==> src/rtl/systolic_drain_ctrl_if.sv <==
// Signal bundle between the drain controller, the systolic array and the result sink.
// The master modport is the controller side; slave is the array/sink side.
interface systolic_drain_ctrl_if #(
  parameter int unsigned N          = 8,
  parameter int unsigned DATA_WIDTH = 32
) ();

  logic                    start_i;
  logic                    start_matrix_mult_o;
  logic                    matrix_mult_complete_i;
  logic [N*N-1:0]          select_accumulator_o;
  logic [N*N-1:0]          accumulator_valid_i;
  logic [N*DATA_WIDTH-1:0] row_data_i;
  logic                    res_valid_o;
  logic                    res_ready_i;
  logic [DATA_WIDTH-1:0]   res_data_o;
  logic [$clog2(N)-1:0]    res_row_o;
  logic [$clog2(N)-1:0]    res_col_o;
  logic                    res_last_o;
  logic                    busy_o;
  logic                    done_o;
  logic                    timeout_o;

  modport master (
    input  start_i, matrix_mult_complete_i, accumulator_valid_i, row_data_i, res_ready_i,
    output start_matrix_mult_o, select_accumulator_o, res_valid_o, res_data_o, res_row_o,
           res_col_o, res_last_o, busy_o, done_o, timeout_o
  );

  modport slave (
    output start_i, matrix_mult_complete_i, accumulator_valid_i, row_data_i, res_ready_i,
    input  start_matrix_mult_o, select_accumulator_o, res_valid_o, res_data_o, res_row_o,
           res_col_o, res_last_o, busy_o, done_o, timeout_o
  );

endinterface

==> src/rtl/systolic_drain_ctrl.sv <==
// Starts one systolic multiply, waits for it to settle, then drains every PE accumulator
// in row-major order as a valid/ready stream, substituting zero for PEs that never respond.
module systolic_drain_ctrl #(
  parameter int unsigned N             = 8,
  parameter int unsigned DATA_WIDTH    = 32,
  parameter int unsigned SETTLE_CYCLES = 20,
  parameter int unsigned VALID_TIMEOUT = 64
) (
  input logic                   clk_i,
  input logic                   rstn_i,
  systolic_drain_ctrl_if.master bus
);

  localparam int unsigned NumPe = N * N;
  localparam int unsigned IdxW  = $clog2(NumPe);
  localparam int unsigned RcW   = $clog2(N);
  localparam int unsigned CntW  = 10;

  typedef enum logic [2:0] {
    StIdle, StStart, StCompute, StSettle, StSelect, StOutput, StDone
  } state_e;

  state_e                state_q, state_d;
  logic [CntW-1:0]       cnt_q, cnt_d, cnt_inc;
  logic [IdxW-1:0]       idx_q, idx_d;
  logic [DATA_WIDTH-1:0] data_q, data_d;
  logic [RcW-1:0]        row_q, row_d, col_q, col_d;
  logic                  timeout_q, timeout_d;

  logic [RcW-1:0]        cur_row, cur_col;
  logic [DATA_WIDTH-1:0] row_sel_data;
  logic [NumPe-1:0]      sel_one_hot;
  logic                  last_idx, pe_valid;

  assign cur_row  = RcW'(idx_q / IdxW'(N));
  assign cur_col  = RcW'(idx_q % IdxW'(N));
  assign last_idx = (idx_q == IdxW'(NumPe - 1));
  assign pe_valid = bus.accumulator_valid_i[idx_q];
  // One shared counter serves SETTLE and the SELECT timeout; it saturates instead of wrapping.
  assign cnt_inc  = (cnt_q == '1) ? cnt_q : cnt_q + 1'b1;

  always_comb begin
    row_sel_data = '0;
    for (int r = 0; r < int'(N); r++) begin
      if (cur_row == RcW'(r)) row_sel_data = bus.row_data_i[r*DATA_WIDTH +: DATA_WIDTH];
    end
  end

  always_comb begin
    sel_one_hot        = '0;
    sel_one_hot[idx_q] = 1'b1;
  end

  always_comb begin
    state_d   = state_q;
    cnt_d     = cnt_inc;
    idx_d     = idx_q;
    data_d    = data_q;
    row_d     = row_q;
    col_d     = col_q;
    timeout_d = timeout_q;
    unique case (state_q)
      StIdle:    if (bus.start_i) state_d = StStart;
      StStart: begin
        state_d   = StCompute;
        idx_d     = '0;
        timeout_d = 1'b0;
      end
      StCompute: if (bus.matrix_mult_complete_i) state_d = StSettle;
      StSettle:  if (cnt_q >= CntW'(SETTLE_CYCLES - 1)) state_d = StSelect;
      StSelect: begin
        if (pe_valid) begin
          data_d  = row_sel_data;
          row_d   = cur_row;
          col_d   = cur_col;
          state_d = StOutput;
        end else if (cnt_q >= CntW'(VALID_TIMEOUT - 1)) begin
          timeout_d = 1'b1;
          data_d    = '0;
          row_d     = cur_row;
          col_d     = cur_col;
          state_d   = StOutput;
        end
      end
      StOutput: begin
        if (bus.res_ready_i) begin
          if (last_idx) begin
            state_d = StDone;
          end else begin
            idx_d   = idx_q + 1'b1;
            state_d = StSelect;
          end
        end
      end
      StDone:    state_d = StIdle;
      default:   state_d = StIdle;
    endcase
    if (state_d != state_q) cnt_d = '0;
  end

  always_ff @(posedge clk_i or negedge rstn_i) begin
    if (!rstn_i) begin
      state_q   <= StIdle;
      cnt_q     <= '0;
      idx_q     <= '0;
      data_q    <= '0;
      row_q     <= '0;
      col_q     <= '0;
      timeout_q <= 1'b0;
    end else begin
      state_q   <= state_d;
      cnt_q     <= cnt_d;
      idx_q     <= idx_d;
      data_q    <= data_d;
      row_q     <= row_d;
      col_q     <= col_d;
      timeout_q <= timeout_d;
    end
  end

  assign bus.start_matrix_mult_o  = (state_q == StStart);
  assign bus.select_accumulator_o = (state_q == StSelect) ? sel_one_hot : '0;
  assign bus.res_valid_o          = (state_q == StOutput);
  assign bus.res_data_o           = data_q;
  assign bus.res_row_o            = row_q;
  assign bus.res_col_o            = col_q;
  assign bus.res_last_o           = (state_q == StOutput) && last_idx;
  assign bus.busy_o               = (state_q != StIdle);
  assign bus.done_o               = (state_q == StDone);
  assign bus.timeout_o            = timeout_q;

endmodule

==> src/flat_wrapper.sv <==
// flat-port wrapper written by rule: the top's interface ports become plain ports
module systolic_drain_ctrl_flat 
#(
  parameter int unsigned N             = 8,
  parameter int unsigned DATA_WIDTH    = 32,
  parameter int unsigned SETTLE_CYCLES = 20,
  parameter int unsigned VALID_TIMEOUT = 64
)
  (clk_i, rstn_i, bus_start_i, bus_matrix_mult_complete_i, bus_accumulator_valid_i, bus_row_data_i, bus_res_ready_i, bus_start_matrix_mult_o, bus_select_accumulator_o, bus_res_valid_o, bus_res_data_o, bus_res_row_o, bus_res_col_o, bus_res_last_o, bus_busy_o, bus_done_o, bus_timeout_o);
  systolic_drain_ctrl_if #(.N(N), .DATA_WIDTH(DATA_WIDTH)) bus_i ();
  input logic clk_i;
  input logic rstn_i;
  input wire logic [$bits(bus_i.start_i)-1:0] bus_start_i;
  input wire logic [$bits(bus_i.matrix_mult_complete_i)-1:0] bus_matrix_mult_complete_i;
  input wire logic [$bits(bus_i.accumulator_valid_i)-1:0] bus_accumulator_valid_i;
  input wire logic [$bits(bus_i.row_data_i)-1:0] bus_row_data_i;
  input wire logic [$bits(bus_i.res_ready_i)-1:0] bus_res_ready_i;
  output wire logic [$bits(bus_i.start_matrix_mult_o)-1:0] bus_start_matrix_mult_o;
  output wire logic [$bits(bus_i.select_accumulator_o)-1:0] bus_select_accumulator_o;
  output wire logic [$bits(bus_i.res_valid_o)-1:0] bus_res_valid_o;
  output wire logic [$bits(bus_i.res_data_o)-1:0] bus_res_data_o;
  output wire logic [$bits(bus_i.res_row_o)-1:0] bus_res_row_o;
  output wire logic [$bits(bus_i.res_col_o)-1:0] bus_res_col_o;
  output wire logic [$bits(bus_i.res_last_o)-1:0] bus_res_last_o;
  output wire logic [$bits(bus_i.busy_o)-1:0] bus_busy_o;
  output wire logic [$bits(bus_i.done_o)-1:0] bus_done_o;
  output wire logic [$bits(bus_i.timeout_o)-1:0] bus_timeout_o;
  assign bus_i.start_i = bus_start_i;
  assign bus_i.matrix_mult_complete_i = bus_matrix_mult_complete_i;
  assign bus_i.accumulator_valid_i = bus_accumulator_valid_i;
  assign bus_i.row_data_i = bus_row_data_i;
  assign bus_i.res_ready_i = bus_res_ready_i;
  assign bus_start_matrix_mult_o = bus_i.start_matrix_mult_o;
  assign bus_select_accumulator_o = bus_i.select_accumulator_o;
  assign bus_res_valid_o = bus_i.res_valid_o;
  assign bus_res_data_o = bus_i.res_data_o;
  assign bus_res_row_o = bus_i.res_row_o;
  assign bus_res_col_o = bus_i.res_col_o;
  assign bus_res_last_o = bus_i.res_last_o;
  assign bus_busy_o = bus_i.busy_o;
  assign bus_done_o = bus_i.done_o;
  assign bus_timeout_o = bus_i.timeout_o;
  systolic_drain_ctrl #(.N(N), .DATA_WIDTH(DATA_WIDTH), .SETTLE_CYCLES(SETTLE_CYCLES), .VALID_TIMEOUT(VALID_TIMEOUT)) u_core (.clk_i(clk_i), .rstn_i(rstn_i), .bus(bus_i));
endmodule
==> config.mk <==
export PLATFORM = sky130hd
export DESIGN_NAME = systolic_drain_ctrl_flat
export DESIGN_NICKNAME = d
export VERILOG_FILES = /design/src/rtl/systolic_drain_ctrl_if.sv /design/src/rtl/systolic_drain_ctrl.sv /design/src/flat_wrapper.sv
export SDC_FILE = /design/constraint.sdc
export NUM_CORES = 1
export LEC_CHECK = 0
export ABC_AREA = 1
export CAP_MARGIN = 10
export CORE_AREA = 2 2 167 169
export CTS_CLUSTER_DIAMETER = 40
export DETAILED_ROUTE_END_ITERATION = 10
export DIE_AREA = 0 0 169 171
export GPL_ROUTABILITY_DRIVEN = 1
export GPL_TIMING_DRIVEN = 0
export HOLD_SLACK_MARGIN = 0.12
export SYNTH_ARGS = -nofsm -noshare
export SYNTH_HDL_FRONTEND = slang
export SYNTH_SLANG_ARGS = --single-unit
export TNS_END_PERCENT = 100
==> constraint.sdc <==
create_clock -name clk_i -period 5.1 [get_ports clk_i]
set_clock_uncertainty 0.2 [all_clocks]
set_input_delay 0.51 -clock clk_i [delete_from_list [all_inputs] [get_ports clk_i]]
set_output_delay 0.51 -clock clk_i [all_outputs]
set_load 0.005 [all_outputs]
## Word-level counts from Yosys, hierarchy flattened

Index checks and enable logic that the tools add are counted.

| cells by class | value |
|---|---|
| $add $sub $neg | 2 |
| magnitude comparators | 4 |
| equality and inequality tests | 21 |
| multiplexer cells | 35 |
| reduce and logical (&&, ||, !) cells | 11 |

Operators with widths:

| cell | count |
|---|---|
| 2-to-1 mux 32 bit | 10 |
| 2-to-1 mux 64 bit | 1 |
| 2-to-1 mux 3 bit | 10 |
| equality test 3 bit (second input constant) | 7 |
| 2-to-1 mux 10 bit | 2 |
| case mux 3 bit (6 select lines) | 1 |
| equality test 3 x 2 -> 1 bit (second input constant) | 4 |
| 2-to-1 mux 6 bit | 2 |
| case mux 6 bit (2 select lines) | 1 |
| adder 10 x 1 -> 10 bit (second input constant) | 1 |
| equality test 10 bit (second input constant) | 1 |
| greater-or-equal comparator 10 x 5 -> 1 bit (second input constant) | 1 |
| greater-or-equal comparator 10 x 6 -> 1 bit (second input constant) | 1 |
| inequality test 2 bit (second input constant) | 4 |
| < comparator 6 x 7 -> 1 bit (second input constant) | 1 |
| adder 6 x 1 -> 6 bit (second input constant) | 1 |
| binary-select mux 1 bit (select 6 bit) | 1 |
| demux 1 bit (select 6 bit) | 1 |
| equality test 3 x 1 -> 1 bit (second input constant) | 2 |
| equality test 6 bit (second input constant) | 1 |
| greater-or-equal comparator 6 x 1 -> 1 bit (second input constant) | 1 |
| logical NOT 3 bit | 2 |
| AND reduction 3 bit | 2 |
| nonzero test 2 bit | 3 |
| other kinds (8) | 12 |

| storage, ports and cells | value |
|---|---|
| register bits after elaboration | 58 |
| input bits | 325 |
| output and inout bits | 108 |
| logic and storage cells | 80 |

## Logic depth before layout (Yosys ltp)

| depth | value |
|---|---|
| word-level depth | 10 |
| gate-level depth with buffers | 15 |
| gate-level depth less buffers | 13 |

## Least setup slack after synthesis

No wires, ideal clock.

| timing | value |
|---|---|
| path kind | register -> output |
| start point | register u_core.idx_q[3] |
| end point | output port bus_select_accumulator_o[56] |
| arrival time | 1.502 ns |
| required time | 4.390 ns |
| path slack | 2.888 ns |
| cell stages (with the launch flop) | 8 |
| buffers on the path | 3 |
| path through | dfrtp_1 -> buf_2 -> inv_1 -> nor2_1 -> inv_1 -> clkbuf_1 -> buf_1 -> nor2_1 |

| on the way | value |
|---|---|
| word-level cells in the longest chain between the ends | 5 |
| elaborated cells on any way between the ends | 6 |
| classes of those cells | 2 x order compare; 3 x mux; 1 x reduce/logical |

Ends and longest elaborated chain:

| what | RTL line | text |
|---|---|---|
| from (decl) | systolic_drain_ctrl.sv:25 | `logic [IdxW-1:0] idx_q, idx_d;` |
| from (signal assigned) | systolic_drain_ctrl.sv:113 | `idx_q <= idx_d;` |
| < comparator 6 x 7 -> 1 bit (not written as such) / greater-or-equal comparator 6 x 1 -> 1 bit (equally long branches) | systolic_drain_ctrl.sv:51 | `sel_one_hot[idx_q] = 1'b1;` |
| logical AND 1 bit (not written as such) | systolic_drain_ctrl.sv:51 |  |
| 2-to-1 mux 1 bit (not written as such) | systolic_drain_ctrl.sv:51 |  |
| demux 1 bit (select 6 bit) (*) | n/a |  |
| 2-to-1 mux 64 bit (*) | systolic_drain_ctrl.sv:122 | `assign bus.select_accumulator_o = (state_q == StSelect) ? sel_one_hot : '0;` |
| to (decl) | flat_wrapper.sv:19 | `output wire logic [$bits(bus_i.select_accumulator_o)-1:0] bus_select_accumulator_o;` |

Mark *: on every way between the ends. The rest lies on a longest branch, timed or not.

## Worst setup path in the final report

| timing | value |
|---|---|
| start point | register u_core.idx_q[4] |
| end point | output port bus_select_accumulator_o[41] |

Same word-level chain as after synthesis.

==> flow_metrics.py <==
metrics = {
    "run_status": {
        "status": "finished clean",
    },
    "sta": {
        "max-slew-margin-rel": 0.427,
        "final_hold_viol_count": 0,
        "fin_crit_ps": 4000,
        "min_period_over_period": 0.785,
        "finalSetupTns_ps": 0,
        "finalSetupViolCount": 0,
        "slew_violations": 0,
        "worst_pin_slew_ps": 856,
        "fmax_ghz": 0.250,
        "rsz0062_at_grt": "false",
    },
    "setup_path": {
        "crit_start": "u_core.idx_q[4]",
        "cp.required_ps": 4390,
        "reg2reg_to": "u_core.bus.res_data_o[26]",
        "cp-end-kind": "primary output",
        "arrival_ps": 3290,
        "reg2reg_depth": 9,
        "endpoint": "bus_select_accumulator_o[41]",
        "regToRegSetupSlack_ps": 1900,
        "crit_type": "flop to primary output",
        "cp_max_fo": 10,
        "worst_r2r_startpoint": "u_core.idx_q[3]",
        "start_kind": "flop",
    },
    "cells_and_area": {
        "areaGrowthSynthToFinish_pct": 89.6,
        "drive_above_1_share": 0.0445,
        "diodes": 0,
        "fillers": 2921,
        "final_cells": 1761,
        "nets": 1737,
    },
    "floorplan": {
        "core_um2": 27300,
        "die_h_um": 171,
        "initial_core_util": 0.206,
        "io_pins": 433,
        "die_area_um2": 28900,
        "dieWidth_um": 169,
        "num_rows": 61,
    },
    "synth": {
        "yosys_warnings": 0,
        "synth_top_flop_cell": "dfrtp_1",
        "synth_edf_count": 0,
        "synth.largest_area_cell": "dfrtp_1",
        "synth_cells": 966,
        "syn-num-nets": 1293,
        "ys_seq_elements": 58,
        "syn_area_per_cell_um2": 5.82,
        "synth_seq_area_share": 0.258,
        "netlist_area_um2": 5620,
        "synth_cell_types": 35,
        "synth_top_area_share": 0.258,
        "synthArstFlopShare": 1.00,
        "synthTopCellsByArea": "dfrtp_1 26%, nand2_1 16%, nand3_1 15%, nor2_1 11%, inv_1 5.1%",
    },
    "pwr": {
        "vdd_drop_max_v": 0.000132,
        "p_leak_nw": 4.55,
        "total_power_mw": 2.51,
        "power_density_nw_per_um2": 236,
    },
    "global_route": {
        "grt_max_degree": 59,
        "antenna_found_initial": 3,
        "grtUsageTotal": 0.231,
        "grt_pass1_vias": 8194,
        "grt_first_pass_wirelength_mm": 49.8,
        "gr-total-overflow": 0,
    },
    "clock_network": {
        "clockBufferDepth": 2,
        "post_cts_buffers": 0,
        "hold_buffers": 1,
        "path_clk_slew_ps": 60,
        "cts_made_buffers": 9,
        "clockRootBuffer": "clkbuf_16",
        "clock_latency_ps": 340,
        "cts_tree": "built",
        "clock-sinks": 58,
        "htree_levels": 3,
        "cts_resized": 0,
    },
    "placed_design": {
        "hpwlAfterDp_mm": 29.1,
        "io_buffers": 432,
        "dp.cells": 1744,
        "gp_congestion": 0.949,
    },
    "job": {
        "maxCapViolations": 0,
    },
    "routing": {
        "num_vias": 8337,
        "drt-total-wl_mm": 35.2,
        "drc_errors": 0,
        "wl_per_cell_um": 20.0,
        "first_pass_iters": 5,
        "viasPerCell": 4.73,
        "final_antenna_net_count": 0,
        "drt_iter0_markers": 591,
    },
    "hold_path": {
        "hp-class": "flop to flop",
    },
}
[logic make-up after synthesis]
logic type,synth area share
and+or+nand+nor,0.470
AOI/OAI and AO/OA,0.156
xor gates and xnor gates,0.00623
DFF,0.258
muxes,0.00178
adders and majority gates,0.00445
buffers and inverters,0.103
[synth_stat cells (15+ instances only)]
cell type and n:
and3_1 15, inv_1 76, o21ai_0 45, o22ai_1 16, nand3_1 163, a211o_1 16
clkbuf_1 31, a21oi_1 26, buf_2 17, nor2_1 167, dfrtp_1 58, nand2_1 246
[worst max-delay path, cell delays in order, from the launching register on]
cell and delay (ps):
dfrtp_1 450, inv_2 100, nand2_1 130, nor2_1 680
clkbuf_1 590, inv_1 310, nor2_1 160, clkdlybuf4s50_1 530
[worst min-delay path by stage]
stage | from | to | slack, ps | cells after the start
floorplan | rstn_i | u_core.bus.res_col_o[0] | 10 | 0
global placement | u_core.bus.timeout_o | u_core.bus.timeout_o | 280 | 2
detailed placement | u_core.bus.timeout_o | u_core.bus.timeout_o | 290 | 2
CTS | u_core.bus.timeout_o | u_core.bus.timeout_o | 300 | 2
global route | u_core.bus.res_data_o[14] | u_core.bus.res_data_o[14] | 310 | 2
finish | u_core.bus.timeout_o | u_core.bus.timeout_o | 300 | 2
[final cells by class]
type,count,area (um2),area share
plain buffers,59,258,0.0242
clock buffers,11,243,0.0228
clock inverters,5,30.0,0.00282
inverters,86,323,0.0303
multi-input cells,763,3590,0.337
flip-flops and latches,58,1450,0.136
well taps,346,433,0.0406
repair buffers,433,4330,0.406
[through the flow]
step	setup WS [ps]	hold WS [ps]	instance area [um2]	utilization
after detailed placement	1420	285	10400	0.380
after CTS	1050	297	10700	0.390
after floorplan	2890	14.4	5620	-
after global placement	1200	279	10400	0.380
after global routing	871	313	10700	0.390
final	1100	299	10700	0.390
[sequential cells by signal, indices dropped and copies added, names as in the netlist]
signal,flops
u_core.bus.res_col_o,3
u_core.bus.timeout_o,1
u_core.cnt_q,10
u_core.bus.res_row_o,3
u_core.bus.res_data_o,32
u_core.state_q,3
u_core.idx_q,6
[placed cells by master (no fill, tap or decap), types with 2 or more instances in the layout]
master | Yosys | final
clkdlybuf4s50_1 | 0 | 431
nand2_1 | 246 | 246
nor2_1 | 167 | 167
nand3_1 | 163 | 163
inv_1 | 76 | 76
dfrtp_1 | 58 | 58
o21ai_0 | 45 | 45
clkbuf_1 | 31 | 32
a21oi_1 | 26 | 26
buf_2 | 17 | 17
o22ai_1 | 16 | 16
a211o_1 | 16 | 16
and3_1 | 15 | 15
o21ai_1 | 11 | 11
o31ai_1 | 10 | 10
inv_2 | 9 | 9
clkbuf_16 | 0 | 9
buf_1 | 8 | 8
o211ai_1 | 6 | 6
nand4_1 | 6 | 6
o31ai_2 | 6 | 6
or2_2 | 5 | 5
nor3_1 | 4 | 4
xor2_1 | 4 | 4
buf_4 | 2 | 3
nor2_2 | 3 | 3
a211oi_1 | 3 | 3
clkinv_2 | 0 | 3
nor2_4 | 2 | 2
nor3b_1 | 2 | 2
ha_1 | 2 | 2
clkinvlp_4 | 0 | 2
[report_power, final]
group	switching [mW]	internal (mW)	total, mW
clock	0.232	0.339	0.571
combinational	0.543	0.679	1.22
sequential	0.101	0.618	0.719
total	0.876	1.64	2.51
[routing by layer]
layer  up-vias  part of all wire  GRT usage
met3        46             0.085     0.0495
met1      3752              0.42      0.298
met2       472              0.47      0.388
met4         0             0.026     0.0736
li1       4067                 -          -
met5         -                 0          0
Note: power is estimated with default switching activity, not from simulation.
